**config.mk**
```make
export PLATFORM = sky130hd
export DESIGN_NAME = imem_boot_loader_flat
export DESIGN_NICKNAME = d
export VERILOG_FILES = /design/src/rtl/imem_boot_loader_pkg.sv /design/src/rtl/imem_boot_loader_if.sv /design/src/rtl/imem_boot_loader_byte_packer.sv /design/src/rtl/imem_boot_loader.sv /design/src/flat_wrapper.sv
export SDC_FILE = /design/constraint.sdc
export NUM_CORES = 1
export LEC_CHECK = 0
export CORE_ASPECT_RATIO = 2
export CORE_MARGIN = 2
export CORE_UTILIZATION = 50
export DETAILED_ROUTE_END_ITERATION = 6
export HOLD_SLACK_MARGIN = 0.02
export PLACE_DENSITY = 0.86
export SYNTH_ARGS = -nofsm -noshare
export SYNTH_HDL_FRONTEND = slang
export SYNTH_HIERARCHICAL = 1
export SYNTH_SLANG_ARGS = --single-unit
```
**constraint.sdc**
```tcl
create_clock -name clk -period 2.1 [get_ports clk]
set_clock_uncertainty 0.15 [all_clocks]
set_input_delay 0.42 -clock clk [delete_from_list [all_inputs] [get_ports clk]]
set_output_delay 0.42 -clock clk [all_outputs]
set_load 0.01 [all_outputs]
```
**src/rtl/imem_boot_loader_pkg.sv**
```systemverilog
// rtl/imem_boot_loader_pkg.sv - shared types and frame constants for the IMEM boot loader
package boot_pkg;

    typedef enum logic [2:0] {
        IDLE   = 3'd0,
        CNT_LO = 3'd1,
        CNT_HI = 3'd2,
        DATA   = 3'd3,
        CSUM   = 3'd4,
        DONE   = 3'd5,
        ERROR  = 3'd6
    } boot_state_e;

    localparam logic [7:0] BOOT_MAGIC     = 8'hA5;
    localparam int         CNT_W          = 16;
    localparam int         BYTES_PER_WORD = 4;
    localparam int         LANE_W         = 2;
    localparam logic [LANE_W-1:0] LAST_LANE = LANE_W'(BYTES_PER_WORD - 1);

endpackage

```
**src/rtl/imem_boot_loader_if.sv**
```systemverilog
// rtl/imem_boot_loader_if.sv - byte stream in and IMEM write port out of the boot loader
interface imem_boot_loader_if #(
    parameter int ADDR_W = 10
);
    logic              rx_valid;
    logic [7:0]        rx_data;
    logic              rx_ready;
    logic              imem_we;
    logic [ADDR_W-1:0] imem_addr;
    logic [31:0]       imem_wdata;

    // Host side: supplies bytes, observes IMEM writes
    modport master (
        output rx_valid, rx_data,
        input  rx_ready, imem_we, imem_addr, imem_wdata
    );

    // Loader side
    modport slave (
        input  rx_valid, rx_data,
        output rx_ready, imem_we, imem_addr, imem_wdata
    );
endinterface

```
**src/rtl/imem_boot_loader_byte_packer.sv**
```systemverilog
// rtl/imem_boot_loader_byte_packer.sv - little-endian 4-byte to word assembler
module imem_boot_loader_byte_packer
    import boot_pkg::*;
(
    input  logic        clk,
    input  logic        rst_n,
    input  logic        clear_i,
    input  logic        byte_valid_i,
    input  logic [7:0]  byte_i,
    output logic        last_lane_o,
    output logic        word_valid_o,
    output logic [31:0] word_o
);
    logic [LANE_W-1:0] lane_q, lane_d;
    logic [31:0]       shreg_q, shreg_d;
    logic              word_valid_q, word_valid_d;
    logic [31:0]       word_q, word_d;

    // Bytes shift in from the top so the first byte ends up in [7:0]
    always_comb begin
        lane_d       = lane_q;
        shreg_d      = shreg_q;
        word_valid_d = 1'b0;
        word_d       = word_q;
        if (clear_i) begin
            lane_d = '0;
        end else if (byte_valid_i) begin
            shreg_d = {byte_i, shreg_q[31:8]};
            lane_d  = lane_q + LANE_W'(1);
            if (lane_q == LAST_LANE) begin
                word_valid_d = 1'b1;
                word_d       = {byte_i, shreg_q[31:8]};
            end
        end
    end

    // Lane counter, shift register and registered word output
    always_ff @(posedge clk or negedge rst_n) begin
        if (!rst_n) begin
            lane_q       <= '0;
            shreg_q      <= '0;
            word_valid_q <= 1'b0;
            word_q       <= '0;
        end else begin
            lane_q       <= lane_d;
            shreg_q      <= shreg_d;
            word_valid_q <= word_valid_d;
            word_q       <= word_d;
        end
    end

    assign last_lane_o  = (lane_q == LAST_LANE);
    assign word_valid_o = word_valid_q;
    assign word_o       = word_q;

endmodule

```
**src/rtl/imem_boot_loader.sv**
```systemverilog
// rtl/imem_boot_loader.sv - framed byte stream to IMEM loader holding the core in reset
module imem_boot_loader
    import boot_pkg::*;
#(
    parameter int         ADDR_W = 10,
    parameter logic [7:0] MAGIC  = BOOT_MAGIC
) (
    input  logic              clk,
    input  logic              rst_n,
    input  logic              restart,
    imem_boot_loader_if.slave bus,
    output logic              cpu_rst_n,
    output logic              load_done,
    output logic              load_err,
    output logic [ADDR_W:0]   words_loaded
);
    localparam logic [CNT_W:0]  MAX_WORDS = (CNT_W+1)'(1) << ADDR_W;
    localparam logic [ADDR_W:0] WORD_ONE  = (ADDR_W+1)'(1);

    boot_state_e       state_q, state_d;
    logic [7:0]        csum_q, csum_d;
    logic [7:0]        cnt_lo_q, cnt_lo_d;
    logic [CNT_W-1:0]  count_q, count_d;
    logic [ADDR_W:0]   words_q, words_d;
    logic [ADDR_W-1:0] addr_q, addr_d;
    logic              done_q, done_d;
    logic              err_q, err_d;
    logic              cpu_q, cpu_d;

    logic              rx_ready;
    logic              fire;
    logic              pk_clear, pk_valid, pk_last, pk_word_valid;
    logic [31:0]       pk_word;
    logic [CNT_W-1:0]  new_count;

    // The stream stalls only once the core is running
    assign rx_ready  = (state_q != DONE);
    assign fire      = bus.rx_valid & rx_ready;
    assign new_count = {bus.rx_data, cnt_lo_q};

    // Frame parser: next state, running checksum, word counter and status flags
    always_comb begin
        state_d  = state_q;
        csum_d   = csum_q;
        cnt_lo_d = cnt_lo_q;
        count_d  = count_q;
        words_d  = words_q;
        addr_d   = addr_q;
        done_d   = done_q;
        err_d    = err_q;
        cpu_d    = cpu_q;
        pk_clear = 1'b0;
        pk_valid = 1'b0;
        case (state_q)
            IDLE: begin
                if (fire && bus.rx_data == MAGIC) begin
                    state_d  = CNT_LO;
                    csum_d   = '0;
                    count_d  = '0;
                    words_d  = '0;
                    pk_clear = 1'b1;
                end
            end
            CNT_LO: begin
                if (fire) begin
                    cnt_lo_d = bus.rx_data;
                    csum_d   = csum_q ^ bus.rx_data;
                    state_d  = CNT_HI;
                end
            end
            CNT_HI: begin
                if (fire) begin
                    count_d = new_count;
                    csum_d  = csum_q ^ bus.rx_data;
                    if ({1'b0, new_count} > MAX_WORDS) begin
                        state_d = ERROR;
                        err_d   = 1'b1;
                    end else if (new_count == '0) begin
                        state_d = CSUM;
                    end else begin
                        state_d = DATA;
                    end
                end
            end
            DATA: begin
                if (fire) begin
                    csum_d   = csum_q ^ bus.rx_data;
                    pk_valid = 1'b1;
                    if (pk_last) begin
                        addr_d  = words_q[ADDR_W-1:0];
                        words_d = words_q + WORD_ONE;
                        if ((CNT_W+1)'(words_q) + (CNT_W+1)'(1) == {1'b0, count_q}) begin
                            state_d = CSUM;
                        end
                    end
                end
            end
            CSUM: begin
                if (fire) begin
                    if (bus.rx_data == csum_q) begin
                        state_d = DONE;
                        done_d  = 1'b1;
                        cpu_d   = 1'b1;
                    end else begin
                        state_d = ERROR;
                        err_d   = 1'b1;
                    end
                end
            end
            DONE, ERROR: begin
                if (restart) begin
                    state_d = IDLE;
                    done_d  = 1'b0;
                    err_d   = 1'b0;
                    cpu_d   = 1'b0;
                    words_d = '0;
                end
            end
            default: state_d = IDLE;
        endcase
    end

    // State and datapath registers
    always_ff @(posedge clk or negedge rst_n) begin
        if (!rst_n) begin
            state_q  <= IDLE;
            csum_q   <= '0;
            cnt_lo_q <= '0;
            count_q  <= '0;
            words_q  <= '0;
            addr_q   <= '0;
            done_q   <= 1'b0;
            err_q    <= 1'b0;
            cpu_q    <= 1'b0;
        end else begin
            state_q  <= state_d;
            csum_q   <= csum_d;
            cnt_lo_q <= cnt_lo_d;
            count_q  <= count_d;
            words_q  <= words_d;
            addr_q   <= addr_d;
            done_q   <= done_d;
            err_q    <= err_d;
            cpu_q    <= cpu_d;
        end
    end

    imem_boot_loader_byte_packer u_packer (
        .clk          (clk),
        .rst_n        (rst_n),
        .clear_i      (pk_clear),
        .byte_valid_i (pk_valid),
        .byte_i       (bus.rx_data),
        .last_lane_o  (pk_last),
        .word_valid_o (pk_word_valid),
        .word_o       (pk_word)
    );

    assign bus.rx_ready   = rx_ready;
    assign bus.imem_we    = pk_word_valid;
    assign bus.imem_addr  = addr_q;
    assign bus.imem_wdata = pk_word;
    assign cpu_rst_n      = cpu_q;
    assign load_done      = done_q;
    assign load_err       = err_q;
    assign words_loaded   = words_q;

endmodule

```
**src/flat_wrapper.sv**
```systemverilog
// flat-port wrapper written by rule: the top's interface ports become plain ports
module imem_boot_loader_flat import boot_pkg::*;
#(
    parameter int         ADDR_W = 10,
    parameter logic [7:0] MAGIC  = BOOT_MAGIC
)
  (clk, rst_n, restart, cpu_rst_n, load_done, load_err, words_loaded, bus_rx_valid, bus_rx_data, bus_rx_ready, bus_imem_we, bus_imem_addr, bus_imem_wdata);
  imem_boot_loader_if #(.ADDR_W(ADDR_W)) bus_i ();
  input  logic clk;
  input  logic rst_n;
  input  logic restart;
  output logic cpu_rst_n;
  output logic load_done;
  output logic load_err;
  output logic [ADDR_W:0] words_loaded;
  input wire logic [$bits(bus_i.rx_valid)-1:0] bus_rx_valid;
  input wire logic [$bits(bus_i.rx_data)-1:0] bus_rx_data;
  output wire logic [$bits(bus_i.rx_ready)-1:0] bus_rx_ready;
  output wire logic [$bits(bus_i.imem_we)-1:0] bus_imem_we;
  output wire logic [$bits(bus_i.imem_addr)-1:0] bus_imem_addr;
  output wire logic [$bits(bus_i.imem_wdata)-1:0] bus_imem_wdata;
  assign bus_i.rx_valid = bus_rx_valid;
  assign bus_i.rx_data = bus_rx_data;
  assign bus_rx_ready = bus_i.rx_ready;
  assign bus_imem_we = bus_i.imem_we;
  assign bus_imem_addr = bus_i.imem_addr;
  assign bus_imem_wdata = bus_i.imem_wdata;
  imem_boot_loader #(.ADDR_W(ADDR_W), .MAGIC(MAGIC)) u_core (.clk(clk), .rst_n(rst_n), .restart(restart), .bus(bus_i), .cpu_rst_n(cpu_rst_n), .load_done(load_done), .load_err(load_err), .words_loaded(words_loaded));
endmodule
```
==> results.sh, run 1 <==
export IMPL_critPathLaunch="bus_rx_data[4]"
export IMPL_clk_pin_slew_ns=0.07
export IMPL_r2r_setup_slack_ns=-0.20
export IMPL_startpoint_type="primary input"
export IMPL_synth_warnings=6
export IMPL_synth_largest_area_cell="dfrtp_1"
export IMPL_n_antenna_cell=0
export IMPL_grt_usage_pct=33.5
export IMPL_power_clock_fraction_pct=26.6
export IMPL_drv_cap=0
export IMPL_wl_um=21700
export IMPL_vias_per_cell=6.62
export IMPL_initial_core_util_pct=50.7
export IMPL_dr_pass1_iters=5
export IMPL_cts_tree="yes"
export IMPL_synth_area_leaders="dfrtp_1 (53%), mux2_2 (14%), nand2_1 (5.7%)"
export IMPL_pre_cts_ws_ns=-0.991
export IMPL_worst_r2r_path_depth=9
export IMPL_fmax_mhz=432
export IMPL_setup_viol=67
export IMPL_tns_ns=-4.02
export IMPL_core_area_um2=10800
export IMPL_htree_levels=4
export IMPL_hpwl_um=9950
export IMPL_area_growth_pct=48.4
export IMPL_synth_area_um2=5480
export IMPL_max_slew_margin_pct=56.9
export IMPL_drt_iter0_markers=537
export IMPL_regToRegEndpoint="u_core/state_q[0]"
export IMPL_setup_slack_ns=-0.217
export IMPL_gp_congestion=0.873
export IMPL_ir_worst_vdd_v=0.00112
export IMPL_met1_length_um=6710
export IMPL_ios=70
export IMPL_clock_path_buffers=2
export IMPL_ys_ff_latch=117
export IMPL_drcViolationCount=0
export IMPL_cts_buffers=17
export IMPL_worstSetupEndpointType="flip-flop"
export IMPL_die_h_um=152
export IMPL_power_combinational_fraction_pct=38.0
export IMPL_wl_met2_um=10800
export IMPL_crit_required_ns=2.27
export IMPL_route_met3_wl_um=2040
export IMPL_grt_pass1_wl_um=29600
export IMPL_synth_top_area_share_pct=53.4
export IMPL_internal_power_mw=6.85
export IMPL_maxSlewViolCount=0
export IMPL_dieArea_um2=11900
export IMPL_vias=5388
export IMPL_crit_end="u_core/csum_q[2]"
export IMPL_clock_sinks=117
export IMPL_fp_row_count=54
export IMPL_synthTopCellsByCount="dfrtp_1 (117), nand2_1 (83), mux2_2 (66), o21ai_0 (33), nor2_1 (21)"
export IMPL_fin_util_pct=75.2
export IMPL_outcome="finished with violations"
export IMPL_fin_crit_sh_pct=110
export IMPL_violations="setup timing"
export IMPL_clk_latency_ns=0.44
export IMPL_grt_max_degree=33
export IMPL_drtAntennaViolNets=0
export IMPL_avgSynthCellArea_um2=11.0
export IMPL_grt_pass1_vias=5343
export IMPL_numPortBuffers=69
export IMPL_drive_gt1_share_pct=37.8
export IMPL_placedCellCount=759
export IMPL_fin_nets=675
export IMPL_ys_types=62
export IMPL_cts_root_buf="clkbuf_16"
export IMPL_hold_class="flip-flop to flip-flop"
export IMPL_worst_pin_slew_ns=0.645
export IMPL_wl_per_cell_um=26.6
export IMPL_yosysMostFrequentCell="dfrtp_1"
export IMPL_crit_fanout=8
export IMPL_synth_cells=497
export IMPL_grt_antenna_before_repair=0
export IMPL_synth_edff_count=0
export IMPL_netSwitchingPower_mw=4.23
export IMPL_ys_seq_area_share_pct=53.4
export IMPL_rsz0062_at_grt="true"
export IMPL_p_per_area_nw_per_um2=1360
export IMPL_reg2reg_from="u_core/state_q[1]"
export IMPL_timing_hold_violations_final=0
export IMPL_ys_flop_type="dfrtp_1"
export IMPL_die_w_um=78.0
export IMPL_worst_ep_arrival_time_ns=2.49
export IMPL_overflow=0
export IMPL_period_minus_slack_ns=2.32
export IMPL_switching_share_pct=38.2
export IMPL_seqPwrFrac_pct=35.4
export IMPL_leakagePower_nw=3.96
export IMPL_syn_nets=511
export IMPL_fin_cells=814
export IMPL_highest_layer="met4"
export IMPL_crit_type="primary input to flip-flop"
export IMPL_async_reset_ff_share_pct=100
-- power groups by stage --
| stage | Clock, mW | Combinational (mW) | Sequential, mW |
|---|---|---|---|
| 2_1_floorplan | 0 | 1.71 | 3.60 |
| 3_3_place_gp | 0 | 2.90 | 3.60 |
| 3_5_place_dp | 0 | 3.05 | 3.66 |
| 4_1_cts | 2.89 | 3.47 | 3.70 |
| 5_1_grt | 3.06 | 4.36 | 3.94 |
| 6_report | 2.94 | 4.21 | 3.93 |
-- state kept, by name, summed over array words and instances (netlist names) --
name	cells
u_core/u_packer/word_o	32
u_core/u_packer/shreg_q	24
u_core/count_q	16
u_core/words_loaded	11
u_core/bus.imem_addr	10
u_core/cnt_lo_q	8
u_core/csum_q	8
u_core/state_q	3
u_core/u_packer/lane_q	2
u_core/cpu_rst_n	1
u_core/load_err	1
u_core/u_packer/word_valid_o	1
-- layout by cell type, fill, tap and decap left out, types with 8 or more instances in the layout --
| master | n |
|---|---|
| dfrtp_1 | 113 |
| buf_4 | 83 |
| nand2_1 | 81 |
| mux2_4 | 55 |
| clkdlybuf4s50_1 | 51 |
| o21ai_0 | 24 |
| nor2_1 | 20 |
| clkbuf_16 | 18 |
| dlygate4sd2_1 | 12 |
| xor2_1 | 11 |
| mux2_2 | 11 |
| a21oi_1 | 10 |
| buf_6 | 9 |
| a31oi_1 | 9 |
| o21ai_2 | 8 |
| nor3b_1 | 8 |
| a21o_1 | 8 |
-- critical path, stage by stage --
cell and delay (ns):
buf_6 0.09, or3_4 0.39, or4_4 0.47, nor2b_4 0.15
buf_6 0.13, buf_6 0.12, buf_6 0.09, or2b_4 0.22
o21ai_2 0.10, mux2_4 0.29
-- layout make-up --
type,instances,area [um2]
well taps,140,175
fillers,580,2680
clock buffers,17,425
flip-flops and latches,117,2930
inverters,7,26.3
repair buffers,169,1590
multi-input cells,349,2830
clock inverters,15,160
-- per-stage QoR --
step,area [um2],hold WS (ns),total power [mW]
floorplan,5520,-0.0256,5.31
global placement,6860,0.232,6.49
detailed placement,6860,0.242,6.71
CTS,7860,0.251,10.1
global route,8130,0.307,11.4
finish,8130,0.324,11.1
-- worst min-delay path by stage --
stage | startpoint | to | slack [ns] | depth (start not counted)
final | u_core/bus.imem_addr[6] | u_core/bus.imem_addr[6] | 0.32 | 2
after global placement | rst_n | u_core/u_packer/word_o[27] | 0.23 | 1
after floorplan | rst_n | u_core/bus.imem_addr[0] | -0.03 | 0
after detailed placement | rst_n | u_core/u_packer/word_o[24] | 0.24 | 1
after CTS | bus_rx_data[4] | u_core/count_q[12] | 0.25 | 4
after global routing | bus_rx_data[6] | u_core/u_packer/shreg_q[30] | 0.31 | 3
-- routing by layer --
| metal | GRT usage (%) | vias up |
|---|---|---|
| met5 | 0 | - |
| met4 | 23.7 | 0 |
| met3 | 7.84 | 205 |
| met2 | 58.5 | 489 |
| met1 | 34.4 | 2597 |
| li1 | - | 2097 |
-- cell families after synthesis --
group | Yosys count | synth area share, %
DFF | 117 | 53.4
AOI/OAI and AO/OA | 90 | 10.9
buffers and inverters | 33 | 3.10
adders and majority gates | 2 | 0.456
and+or+nand+nor | 168 | 15.2
xor gates and xnor gates | 19 | 3.04
muxes | 68 | 13.9
-- timing repair --
action                                 in CTS  in global routing
endpoints found under the hold margin      28                  0
buffers inserted                           12                  8
pin swaps                                  15                  7
setup endpoints to repair                 101                 93
gates cloned                                4                  1
resized for setup                          83                 63
hold buffers                                1                  0
No activity file was read; power rests on OpenSTA's default activity.
==> run 2, diff against run 1 <==
Settings changed: HOLD_SLACK_MARGIN 0.02 to 0.03, SKIP_LAST_GASP set to 1.
==> run 2 against run 1 <==
The flow still finishes with violations (setup timing). Final cell count decreased by 0.61%. Via count decreased by 5.7%. Routed wire length down 8.8%. Sequential share of layout area up 0.82 points. Critical path depth is 4 lower.
==> results.sh, run 2 (synthesized netlist as in run 1, its figures left out) <==
export IMPL_outcome="finished with violations"
export IMPL_violations="setup timing"
export IMPL_setup_viol=53
export IMPL_worstSetupEndpointType="flip-flop"
export IMPL_hpwl_um=9950
export IMPL_pre_cts_ws_ns=-0.991
export IMPL_cts_buffers=17
export IMPL_met1_usage_pct=30.1
export IMPL_design_area_um2=7950
export IMPL_startpoint_type="flip-flop"
export IMPL_initial_core_util_pct=50.7
export IMPL_slowest_stage="dfrtp_1"
export IMPL_worst_ep_arrival_time_ns=2.45
export IMPL_ios=70
export IMPL_top_usage_layer="met2"
export IMPL_drcViolationCount=0
export IMPL_clk_latency_ns=0.43
export IMPL_numPortBuffers=69
export IMPL_area_growth_pct=45.0
export IMPL_grt_max_degree=33
export IMPL_final_cell_mix="dfrtp_1 (114), nand2_1 (82), buf_4 (79), clkdlybuf4s50_1 (53), mux2_2 (35)"
export IMPL_crit_required_ns=2.30
export IMPL_wl_per_cell_um=24.5
export IMPL_critical_path_top_delay_family="compound AO/OA/AOI/OAI gates"
export IMPL_grtUsageMet2_pct=55.2
export IMPL_fin_nets=670
export IMPL_clk_pin_slew_ns=0.07
export IMPL_fin_cells=809
export IMPL_grt_antenna_before_repair=0
export IMPL_die_h_um=152
export IMPL_register_area_um2=2930
export IMPL_grt_use_met3_pct=7.96
export IMPL_fmax_mhz=446
export IMPL_grt_pass1_wl_um=27800
export IMPL_p_per_area_nw_per_um2=1340
export IMPL_worst_pin_slew_ns=0.496
export IMPL_grt_usage_pct=31.2
export IMPL_placedCellCount=759
export IMPL_tns_ns=-2.61
export IMPL_vias=5083
export IMPL_drive_gt1_share_pct=35.7
export IMPL_maxSlewViolCount=0
export IMPL_period_minus_slack_ns=2.24
export IMPL_cts_root_buf="clkbuf_16"
export IMPL_grt_pass1_vias=5208
export IMPL_htree_levels=4
export IMPL_drtAntennaViolNets=0
export IMPL_layout_commonest_cell="dfrtp_1"
export IMPL_clock_path_buffers=2
export IMPL_drt_iter0_markers=502
export IMPL_n_antenna_cell=0
export IMPL_fp_row_count=54
export IMPL_dr_pass1_iters=5
export IMPL_holdWs_ns=0.279
export IMPL_crit_fanout=4
export IMPL_gp_congestion=0.873
export IMPL_hold_class="primary input to flip-flop"
export IMPL_crit_chain="and4_4, nand3_4, or3_1, a211o_1, a2111oi_4, a21o_1"
export IMPL_fin_crit_sh_pct=107
export IMPL_placed_area_um2=6860
export IMPL_max_stage_delay_ns=0.41
export IMPL_overflow=0
export IMPL_drv_cap=0
export IMPL_vias_per_cell=6.28
export IMPL_wl_um=19800
export IMPL_max_slew_margin_pct=66.8
export IMPL_core_area_um2=10800
export IMPL_largest_reg_flops=32
export IMPL_fin_util_pct=73.5
export IMPL_fillers=627
export IMPL_die_w_um=78.0
export IMPL_leakagePower_nw=3.82
export IMPL_crit_type="flip-flop to flip-flop"
export IMPL_dieArea_um2=11900
export IMPL_multi_input_area_um2=2680
export IMPL_rsz0062_at_grt="true"
export IMPL_setup_slack_ns=-0.141
export IMPL_critical_path_buf_inv_count=0
export IMPL_ir_worst_vdd_v=0.00119
export IMPL_cts_tree="yes"
export IMPL_p_total_mw=10.7
export IMPL_timing_hold_violations_final=0
export IMPL_clock_sinks=117
run 2: cell count changes in the layout (fill, tap and decap cells not counted), moves of 2 or more:
cell,previous run,this run
buf_4,83,79
dlygate4sd2_1,12,9
o21ai_2,8,2
clkdlybuf4s50_1,51,53
mux2_4,55,31
o21ai_1,2,9
mux2_2,11,35
run 2: power breakdown:
group	switching [mW]	total (mW)	internal, mW
clock network	1.25	2.92	1.68
logic	1.91	3.88	1.97
registers	0.809	3.86	3.05
total	3.97	10.7	6.70
run 2: worst paths after layout:
kind	to	start	slack (ns)	depth (start not counted)
worst min-delay path	u_core/u_packer/shreg_q[30]	bus_rx_data[6]	0.28	3
worst max register to register	u_core/state_q[2]	u_core/words_loaded[5]	-0.14	6
worst max-delay path	u_core/state_q[2]	u_core/words_loaded[5]	-0.14	6
min in group asynchronous	u_core/u_packer/shreg_q[23]	rst_n	0.36	2
max in group asynchronous	u_core/count_q[8]	rst_n	0.80	3
worst min register to register	u_core/bus.imem_addr[6]	u_core/bus.imem_addr[6]	0.32	2
run 2: repair_timing:
action	CTS	global route
pin swaps	15	6
hold buffers	1	0
setup endpoints to repair	101	99
cloned	4	1
resized for setup	53	52
setup buffers	12	2
hold endpoints to repair	28	0
run 2: layer usage:
| metal | vias to the layer above | wire length [um] |
|---|---|---|
| met5 | - | 0 |
| met4 | 0 | 1590 |
| met3 | 132 | 1410 |
| met2 | 342 | 10400 |
| met1 | 2521 | 6410 |
| li1 | 2088 | - |
run 2: worst reg2reg max path, delay by kind of cell, from the launching register on:
family | cells | cell delay (ns)
AO/OA/AOI/OAI | 3 | 0.93
flip-flops | 1 | 0.41
AND/OR/NAND/NOR | 3 | 0.69
run 2: area by class of cell:
cell class | count | share of cell area, %
clock buffers | 17 | 5.35
well taps | 140 | 2.20
inverters | 7 | 0.331
flip-flops and latches | 117 | 36.9
repair buffers | 164 | 19.5
clock inverters | 15 | 2.01
multi-input cells | 349 | 33.7
